`src/rtl/rcu_wdt.sv`:
```
// Watchdog timer: armed by en_i, fed with a key, drives the active-low reset
// request to the RCU for RST_HOLD cycles when a timeout is missed.
module rcu_wdt #(
  parameter int          CNT_WIDTH = 32,
  parameter int          PSC_WIDTH = 16,
  parameter int          RST_HOLD  = 16,
  parameter logic [31:0] FEED_KEY  = 32'h5A5A_A5A5
) (
  input  logic                 clk_i,
  input  logic                 rst_n_i,
  input  logic                 en_i,
  input  logic [PSC_WIDTH-1:0] psc_i,
  input  logic [CNT_WIDTH-1:0] load_i,
  input  logic [CNT_WIDTH-1:0] warn_i,
  input  logic                 feed_i,
  input  logic [31:0]          key_i,
  output logic [CNT_WIDTH-1:0] cnt_o,
  output logic                 warn_irq_o,
  output logic                 wdt_rst_n_o,
  output logic [7:0]           evt_cnt_o
);

  localparam int HW = (RST_HOLD > 1) ? $clog2(RST_HOLD) : 1;

  typedef enum logic [1:0] {IDLE, RUN, RST} state_t;

  state_t               r_state;
  logic [CNT_WIDTH-1:0] r_cnt;
  logic [PSC_WIDTH-1:0] r_psc;
  logic [HW-1:0]        r_hold;
  logic                 r_warn;
  logic                 r_rst_n;
  logic [7:0]           r_evt;

  logic                 w_feed_ok;
  logic                 w_tick;
  logic                 w_load_zero;
  logic                 w_go_rst;
  logic                 w_hold_done;
  logic [CNT_WIDTH-1:0] w_cnt_dec;
  logic [7:0]           w_evt_inc;

  assign w_feed_ok   = feed_i && (key_i == FEED_KEY);
  assign w_tick      = (r_psc == psc_i);
  assign w_load_zero = (load_i == '0);
  assign w_cnt_dec   = r_cnt - CNT_WIDTH'(1);
  assign w_evt_inc   = (r_evt == 8'hFF) ? r_evt : r_evt + 8'd1;
  assign w_hold_done = (r_hold == HW'(RST_HOLD - 1));

  // Every path into RST: arm with zero load, feed with zero load, or the
  // last tick without a feed. Disable in RUN overrides all of them.
  always_comb begin
    w_go_rst = 1'b0;
    if (en_i) begin
      if (r_state == IDLE)
        w_go_rst = w_load_zero;
      else if (r_state == RUN)
        w_go_rst = w_feed_ok ? w_load_zero : (w_tick && r_cnt == CNT_WIDTH'(1));
    end
  end

  always_ff @(posedge clk_i or negedge rst_n_i) begin
    if (!rst_n_i) begin
      r_state <= IDLE;
      r_cnt   <= '0;
      r_psc   <= '0;
      r_hold  <= '0;
      r_warn  <= 1'b0;
      r_rst_n <= 1'b1;
      r_evt   <= '0;
    end else if (w_go_rst) begin
      r_state <= RST;
      r_cnt   <= '0;
      r_warn  <= 1'b0;
      r_rst_n <= 1'b0;
      r_evt   <= w_evt_inc;
      r_hold  <= '0;
    end else begin
      unique case (r_state)
        IDLE: begin
          r_cnt   <= '0;
          r_warn  <= 1'b0;
          r_rst_n <= 1'b1;
          if (en_i) begin
            r_cnt   <= load_i;
            r_psc   <= '0;
            r_state <= RUN;
          end
        end
        RUN: begin
          if (!en_i) begin
            r_state <= IDLE;
            r_cnt   <= '0;
            r_warn  <= 1'b0;
          end else if (w_feed_ok) begin
            r_cnt  <= load_i;
            r_psc  <= '0;
            r_warn <= 1'b0;
          end else if (w_tick) begin
            r_psc <= '0;
            r_cnt <= w_cnt_dec;
            if (w_cnt_dec <= warn_i) r_warn <= 1'b1;
          end else begin
            r_psc <= r_psc + PSC_WIDTH'(1);
            if (r_cnt <= warn_i) r_warn <= 1'b1;
          end
        end
        RST: begin
          if (w_hold_done) begin
            r_rst_n <= 1'b1;
            r_state <= IDLE;
          end else begin
            r_hold <= r_hold + HW'(1);
          end
        end
        default: r_state <= IDLE;
      endcase
    end
  end

  assign cnt_o       = r_cnt;
  assign warn_irq_o  = r_warn;
  assign wdt_rst_n_o = r_rst_n;
  assign evt_cnt_o   = r_evt;

endmodule

```
`config.mk`:
```
export PLATFORM = sky130hd
export DESIGN_NAME = rcu_wdt
export DESIGN_NICKNAME = d
export VERILOG_FILES = /design/src/rtl/rcu_wdt.sv
export SDC_FILE = /design/constraint.sdc
export NUM_CORES = 1
export LEC_CHECK = 0
export CORE_MARGIN = 8
export CORE_UTILIZATION = 45
export DETAILED_ROUTE_END_ITERATION = 16
export GPL_TIMING_DRIVEN = 0
export PLACE_DENSITY = 0.83
export SKIP_LAST_GASP = 1
export SLEW_MARGIN = 20
export SYNTH_ARGS = -nofsm -noshare
export SYNTH_HDL_FRONTEND = slang
export SYNTH_SLANG_ARGS = --single-unit
```
`constraint.sdc`:
```
create_clock -name clk_i -period 3.8 [get_ports clk_i]
set_input_delay 0.95 -clock clk_i [delete_from_list [all_inputs] [get_ports clk_i]]
set_output_delay 0.95 -clock clk_i [all_outputs]
set_load 0.1 [all_outputs]
```
---- After elaboration in Yosys (flattened, before gate mapping) ----
Cells that the tools add are included.
word-level totals
  bits in registers ....................... 64
  latch bits .............................. 0
  RAM bits ................................ 0
  memory bits (read-only) ................. 0
  word-level logic and storage cells ...... 79
  memories ................................ 0
operators by class
  add/sub/neg operators ................... 4
  multiply operators ...................... 0
  div/mod/pow operators ................... 0
  magnitude comparators ................... 2
  equality and inequality tests ........... 16
  shift operators ......................... 0
  muxes and demuxes ....................... 33
  bitwise logic cells ..................... 2
  reduce and logical (&&, ||, !) cells .... 15
operators by type and width
  operator                                                               count
  32-bit 2-to-1 mux                                                      5
  32-bit less-or-equal comparator                                        2
  16-bit 2-to-1 mux                                                      4
  32-bit case mux with 2 select lines                                    1
  32-bit by 1-bit == test with 1-bit output (second input constant)      1
  32-bit by 31-bit == test with 1-bit output (second input constant)     1
  32-bit logical NOT                                                     1
  16-bit case mux with 2 select lines                                    1
  32-bit by 1-bit subtractor with 32-bit output (second input constant)  1
  16-bit by 1-bit adder with 16-bit output (second input constant)       1
  16-bit == test                                                         1
  1-bit 2-to-1 mux                                                       12
  4-bit 2-to-1 mux                                                       3
  6-bit by 5-bit != test with 1-bit output (second input constant)       2
  3-bit != test (second input constant)                                  3
  8-bit by 1-bit adder with 8-bit output (second input constant)         1
  8-bit == test (second input constant)                                  1
  2-bit 2-to-1 mux                                                       4
  2-bit AND reduction                                                    4
  2-bit != test (second input constant)                                  3
  2-bit case mux with 3 select lines                                     1
  3-bit AND reduction                                                    2
  3-bit nonzero test                                                     2
  5-bit != test (second input constant)                                  1
  10 further kinds                                                       14

---- Logic depth before layout (Yosys ltp) ----
Gate-level depths: netlist of the first run.
  depth after elaboration ................. 8
  mapped depth ............................ 15
  depth with buffers taken out ............ 15

---- Worst setup path before layout of the first run ----
No wires, ideal clock.
  kind .................................... flip-flop to flip-flop
  start ................................... register r_cnt[0] (netlist: cnt_o[0])
  end ..................................... register r_warn (netlist: warn_irq_o)
  library setup time ...................... 0.135 ns
  arrival ................................. 3.560 ns
  data required time ...................... 3.665 ns
  setup slack ............................. 0.105 ns
  stages on the path, launching flop included .. 15
  clock period less this slack ............ 3.695 ns
  path through ............................ dfrtp_1 -> inv_1 -> ha_1 -> or3b_2 -> nor3_1 -> and2_1 -> clkbuf_2 -> nand3b_1 -> xnor2_1 -> ha_1 -> nand4_1 -> nor4_1 -> o41ai_1 -> o2111ai_1 -> a21oi_1
on the way
  word-level cells in the longest chain between the ends .. 8
  elaborated cells between the ends (all ways) .. 14
RTL lines
  element                                                                                                RTL line  RTL
  start, declared                                                                                        28        logic [CNT_WIDTH-1:0] r_cnt;
  start signal, assigned                                                                                 85        r_cnt <= load_i;
  start signal, assigned                                                                                 96        r_cnt <= load_i;
  start signal, assigned                                                                                 101       r_cnt <= w_cnt_dec;
  parallel branches: the longest is 8 deep, another holds 32-bit by 1-bit subtractor with 32-bit output  n/a
  end signal, assigned                                                                                   68        r_warn <= 1'b0;
  end signal, assigned                                                                                   74        r_warn <= 1'b0;
  end signal, assigned                                                                                   82        r_warn <= 1'b0;
  end, declared                                                                                          31        logic r_warn;
Several ways; the timed one is not identified.
A chain may end at the register's enable or synchronous reset.

---- Worst setup path after layout of the first run ----
Ends and elaborated chain as after synthesis.

==> results of run 1 <==
-- cells by family after synthesis --
kind of cell,count (synthesis),synth area share
buffers and inverters,64,0.0468
multiplexers,24,0.0428
AND/OR/NAND/NOR,231,0.225
AO/OA/AOI/OAI,150,0.169
flip-flops,64,0.284
XOR/XNOR,51,0.0791
adder cells (fa/ha/maj),69,0.153
-- power groups by stage --
stage                     registers, mW  logic, mW  clock network, mW
after detailed placement           1.26       4.26                  0
after global routing               1.30       4.67              0.924
final                              1.26       4.36              0.891
after global placement             1.25       4.18                  0
after CTS                          1.25       4.29              0.899
after floorplan                    2.47       1.90                  0
-- flip-flops by register name (all words and copies together) (netlist names) --
name	count
r_state	2
r_psc	16
cnt_o	32
r_hold	4
warn_irq_o	1
evt_cnt_o	8
wdt_rst_n_o	1
-- metal layers --
metal | share of wire | global-route usage
met1 | 0.41 | 0.257
met2 | 0.47 | 0.364
met3 | 0.084 | 0.0562
met4 | 0.034 | 0.0965
met5 | 0.00072 | 0
-- worst max-delay path, cell delays in order (launching register included) --
cell and delay [ns]:
dfrtp_1 0.48, inv_1 0.18, ha_2 0.25, or3b_2 0.53, nor3_2 0.20, and2_1 0.17, clkbuf_2 0.20, nand3b_1 0.12
xnor2_1 0.16, ha_1 0.31, nand4_1 0.18, nor4_4 0.38, o41ai_1 0.16, o2111ai_1 0.14, a21oi_1 0.09
-- repair_timing --
item                                   4_1_cts  5_1_grt
hold buffers                                 0        0
pin swaps                                    0        1
setup endpoints to repair                    1       31
resized for setup                            2        4
setup buffers                                0        2
endpoints found under the hold margin        0        0
-- metrics by stage --
stage	worst slack (ns)	TNS, ns	cell area (um2)	util	hold slack (ns)
floorplan	0.105	0	5650	-	0.464
global placement	-0.617	-42.80	7430	0.599	0.490
detailed placement	-0.137	-3.25	7460	0.601	0.491
CTS	0.0657	0	7780	0.627	0.490
global route	-0.194	-0.194	7830	0.630	0.501
finish	0.128	0	7830	0.630	0.485
-- worst max path at each step --
stage | from | endpoint | cells past startpoint
6_report | cnt_o[0] | warn_irq_o | 14
5_1_grt | cnt_o[4] | warn_irq_o | 14
4_1_cts | cnt_o[0] | warn_irq_o | 14
3_5_place_dp | key_i[6] | cnt_o[10] | 9
3_3_place_gp | rst_n_i | cnt_o[22] | 1
2_1_floorplan | cnt_o[0] | warn_irq_o | 14
-- synth_stat cells, types with 18 or more instances --
master,instances,share of area
a21oi_1,44,0.039
dfrtp_1,63,0.28
ha_1,69,0.15
inv_1,42,0.028
mux2i_1,23,0.041
nand2_1,61,0.041
nand4_1,20,0.022
nor2_1,32,0.021
nor3_1,19,0.017
nor4_1,26,0.029
o21ai_0,45,0.040
xnor2_1,18,0.028
xor2_1,33,0.051
-- cell type report --
cell class                      instances  area share
Timing Repair Buffer                  160       0.206
Sequential cell                        64       0.205
Buffer                                 21      0.0131
Clock buffer                           13      0.0320
Tap cell                              172      0.0275
Inverter                               43      0.0206
Clock inverter                          3     0.00831
Multi-Input combinational cell        525       0.488
-- cell usage in the layout (no fill, tap or decap), types with 4 or more instances in the layout --
cell type	netlist	routed
clkdlybuf4s50_1	0	156
ha_1	69	68
dfrtp_1	63	63
nand2_1	61	61
o21ai_0	45	45
a21oi_1	44	44
inv_1	42	42
xor2_1	33	33
nor2_1	32	32
nor4_1	26	25
mux2i_1	23	23
nand4_1	20	20
nor3_1	19	18
xnor2_1	18	18
nand3_1	17	17
clkbuf_1	12	15
a21o_1	13	13
a31oi_1	9	9
clkbuf_16	0	9
or4_1	7	7
nand2b_1	7	7
o2bb2ai_1	6	6
buf_2	5	5
nor2b_1	5	5
o22ai_1	5	5
nand3b_1	4	4
and4bb_2	4	4
a211oi_1	4	4
==> results.sh, run 1 <==
export IMPL_arrival_ns=3.88
export IMPL_period_minus_slack_ns=3.67
export IMPL_cts_buffers=9
export IMPL_status="finished clean"
export IMPL_rows=41
export IMPL_rrSetupSlack_ns=0.13
export IMPL_cts_tree="built"
export IMPL_cp_max_fo=8
export IMPL_grt_first_pass_wirelength_mm=28.6
export IMPL_die_w_um=128
export IMPL_power_density_mw_per_mm2=833
export IMPL_numPortBuffers=157
export IMPL_slew_violations=0
export IMPL_hp_class="input port to asynchronous set/reset pin"
export IMPL_dr_first_iter_drc_count=442
export IMPL_firstDrtPassIters=5
export IMPL_static_leakage_power_nw=3.56
export IMPL_synth_edff_count=0
export IMPL_ios=158
export IMPL_multi_input_area_mm2=0.00382
export IMPL_power_switching_mw=3.60
export IMPL_worstSetupStartpointType="register"
export IMPL_dp_cells=983
export IMPL_finClkSkew_ns=0.00766
export IMPL_clkPwrFrac=0.137
export IMPL_maxCapViolCount=0
export IMPL_timing_fmax_mhz=272
export IMPL_syn_area_mm2=0.00565
export IMPL_worstMarginPinSlew_ns=0.997
export IMPL_yosysWarningCount=0
export IMPL_ant_nets=0
export IMPL_grt_start_max_net_pins=51
export IMPL_start_util=0.455
export IMPL_hold_violations=0
export IMPL_setup_viol=0
export IMPL_fin_cells=1001
export IMPL_ys_flop_type="dfrtp_1"
export IMPL_clk_pin_slew_ns=0.06
export IMPL_finalCritPeriodShare=0.966
export IMPL_crit_required_ns=4.00
export IMPL_insertedDiodeCount=0
export IMPL_ir_worst_vdd_v=0.000300
export IMPL_grt_antenna_before_repair=1
export IMPL_synth_seq_cells=64
export IMPL_globalplace_congestion=0.901
export IMPL_clk_latency_ns=0.33
export IMPL_post_route_drc_count=0
export IMPL_routed_wl_mm=18.0
export IMPL_grt_usage=0.218
export IMPL_slew_headroom=0.318
export IMPL_cts_root_buf="clkbuf_16"
export IMPL_die_y_um=128
export IMPL_rr_endpoint="warn_irq_o"
export IMPL_routed_via_count=5785
export IMPL_synth_cell_types=65
export IMPL_critPathKind="register to register"
export IMPL_register_area_mm2=0.00160
export IMPL_grt_setup_unrepaired="yes"
export IMPL_end_kind="register"
export IMPL_cts_htree_levels=3
export IMPL_total_power_mw=6.52
export IMPL_wl_per_cell_um=18.0
export IMPL_area_growth_syn_to_layout_pct=38.6
export IMPL_sw_frac_of_total=0.553
export IMPL_synth_fp_nets=838
export IMPL_dp_hpwl_mm=14.1
export IMPL_async_reset_ff_frac=1.00
export IMPL_cts_sinks=64
export IMPL_grt_pass1_vias=5726
export IMPL_overflow=0
export IMPL_finalNetCount=1009
export IMPL_core_area_mm2=0.0124
export IMPL_reg2regPathDepth=14
export IMPL_p_int_mw=2.91
export IMPL_seq_area_frac_synth=0.284
export IMPL_syn_inst=653
export IMPL_viasPerCell=5.78
export IMPL_drive_above_1_share=0.0555
export IMPL_r2r_start="cnt_o[0]"
export IMPL_p_comb_frac=0.669
export IMPL_die_area_mm2=0.0164
export IMPL_p_seq_frac=0.194
export IMPL_syn_area_per_cell_um2=8.65
export IMPL_clockBufferDepth=2
export IMPL_fill_cells=1067
No activity file was read; power rests on OpenSTA's default activity.
==> run 2: changes to the inputs <==
==> constraint.sdc (replaced) <==
create_clock -name clk_i -period 4.4 [get_ports clk_i]
set_input_delay 1.1 -clock clk_i [delete_from_list [all_inputs] [get_ports clk_i]]
set_output_delay 1.1 -clock clk_i [all_outputs]
set_load 0.01 [all_outputs]
==> run 2 against run 1 <==
Effect of this change:
- final cell count decreased by 0.20%
- first-iteration DRC count increased by 6.6%
- critical path depth unchanged
- maximum frequency decreased by 7.8%
- total power decreased by 31%
- wire length decreased by 1.7%
- highest routed layer unchanged
- count of clock-buffer cells in the layout unchanged
- die area unchanged
==> results.sh, run 2 (synthesis results as in run 1) <==
export IMPL_p_int_mw=2.50
export IMPL_dp_cells=983
export IMPL_ios=158
export IMPL_total_power_mw=4.50
export IMPL_start_util=0.455
export IMPL_period_minus_slack_ns=3.98
export IMPL_ir_worst_vdd_v=0.000263
export IMPL_critical_path_slowest_cell="nor4_1"
export IMPL_post_route_drc_count=0
export IMPL_overflow=0
export IMPL_finalCritPeriodShare=0.905
export IMPL_numPortBuffers=157
export IMPL_insertedDiodeCount=0
export IMPL_cp_cell_sequence="inv_1 > ha_1 > or3b_2 > nor3_1 > and2_1 > clkbuf_2 > nand3b_1 > xnor2_1 > ha_1 > nand4_1 > nor4_1 > o41ai_1 > o2111ai_1 > a21oi_1"
export IMPL_tns_ns=0
export IMPL_cts_buffers=9
export IMPL_maxCapViolCount=0
export IMPL_core_area_mm2=0.0124
export IMPL_globalplace_congestion=0.901
export IMPL_clk_latency_ns=0.33
export IMPL_routed_wl_mm=17.7
export IMPL_power_density_mw_per_mm2=579
export IMPL_finClkSkew_ns=0.00894
export IMPL_finalNetCount=1007
export IMPL_place_area_mm2=0.00746
export IMPL_dr_first_iter_drc_count=471
export IMPL_cp_max_fo=8
export IMPL_arrival_ns=4.19
export IMPL_rrSetupSlack_ns=0.42
export IMPL_power_switching_mw=2.01
export IMPL_clkPwrFrac=0.171
export IMPL_hold_ws_ns=0.499
export IMPL_cts_tree="built"
export IMPL_cts_htree_levels=3
export IMPL_die_area_mm2=0.0164
export IMPL_grt_usage=0.216
export IMPL_routed_via_count=5729
export IMPL_cp_top_family="simple AND/OR/NAND/NOR gates"
export IMPL_path_buf_inv=2
export IMPL_dp_hpwl_mm=14.1
export IMPL_die_w_um=128
export IMPL_slew_violations=0
export IMPL_postLayoutCellArea_mm2=0.00777
export IMPL_grt_antenna_before_repair=1
export IMPL_static_leakage_power_nw=3.54
export IMPL_die_y_um=128
export IMPL_final_common_cell="clkdlybuf4s50_1"
export IMPL_worstMarginPinSlew_ns=1.01
export IMPL_p_comb_frac=0.587
export IMPL_critPathKind="register to register"
export IMPL_fin_cells=999
export IMPL_grt_pass1_vias=5693
export IMPL_hold_buffers=0
export IMPL_grt_start_max_net_pins=51
export IMPL_status="finished clean"
export IMPL_area_growth_syn_to_layout_pct=37.7
export IMPL_setup_viol=0
export IMPL_sw_frac_of_total=0.445
export IMPL_cp_common_cell="ha_1"
export IMPL_timing_fmax_mhz=251
export IMPL_worstSetupStartpointType="register"
export IMPL_firstDrtPassIters=7
export IMPL_crit_required_ns=4.61
export IMPL_cts_setup_buffers=0
export IMPL_cts_repair_resized=0
export IMPL_hp_class="register to register"
export IMPL_max_stage_delay_ns=0.54
export IMPL_cts_sinks=64
export IMPL_rows=41
export IMPL_viasPerCell=5.73
export IMPL_slew_headroom=0.319
export IMPL_grt_setup_unrepaired="no"
export IMPL_final_cell_mix="156 x clkdlybuf4s50_1, 69 x ha_1, 63 x dfrtp_1, 61 x nand2_1, 45 x o21ai_0"
export IMPL_ant_nets=0
export IMPL_cts_root_buf="clkbuf_16"
export IMPL_drive_above_1_share=0.0484
export IMPL_largest_reg_flops=32
export IMPL_clockBufferDepth=2
export IMPL_clk_pin_slew_ns=0.06
export IMPL_wl_per_cell_um=17.7
export IMPL_p_seq_frac=0.242
export IMPL_grt_first_pass_wirelength_mm=28.4
export IMPL_hold_violations=0
export IMPL_end_kind="register"
## run 2: path summary, 6_finish.rpt
kind / cells past startpoint / to / from
worst max-delay path: 14 / warn_irq_o / cnt_o[0]
min in group asynchronous: 1 / r_psc[15] / rst_n_i
max in group asynchronous: 2 / wdt_rst_n_o / rst_n_i
worst max register to register: 14 / warn_irq_o / cnt_o[0]
worst min register to register: 1 / evt_cnt_o[5] / evt_cnt_o[5]
worst min-delay path: 1 / evt_cnt_o[5] / evt_cnt_o[5]
## run 2: final cells by class
cell class | count | area (um2)
Fill cell | 1076 | 4640
Multi-Input combinational cell | 525 | 3780
Sequential cell | 64 | 1600
Timing Repair Buffer | 158 | 1600
Clock buffer | 13 | 250
Tap cell | 172 | 215
Inverter | 43 | 161
Buffer | 21 | 103
Clock inverter | 3 | 65.1
## run 2: stage by stage
| stage | setup slack, ns | utilization |
|---|---|---|
| after detailed placement | 0.313 | 0.601 |
| after global routing | 0.216 | 0.626 |
| after floorplan | 1.21 | - |
| final | 0.418 | 0.626 |
| after global placement | -0.167 | 0.599 |
| after CTS | 0.443 | 0.626 |
## run 2: power by group through the flow
stage | registers [mW] | clock network [mW] | logic (mW)
2_1_floorplan | 1.08 | 0 | 1.64
3_3_place_gp | 1.08 | 0 | 2.54
3_5_place_dp | 1.09 | 0 | 2.61
4_1_cts | 1.08 | 0.776 | 2.63
5_1_grt | 1.12 | 0.797 | 2.92
6_report | 1.09 | 0.772 | 2.64
## run 2: routing by layer
| layer | vias to the layer above | GRT usage | wire [um] |
|---|---|---|---|
| li1 | 2764 | - | - |
| met1 | 2642 | 0.254 | 7310 |
| met2 | 271 | 0.362 | 8260 |
| met3 | 50 | 0.0562 | 1540 |
| met4 | 2 | 0.0993 | 587 |
| met5 | - | 0 | 13 |
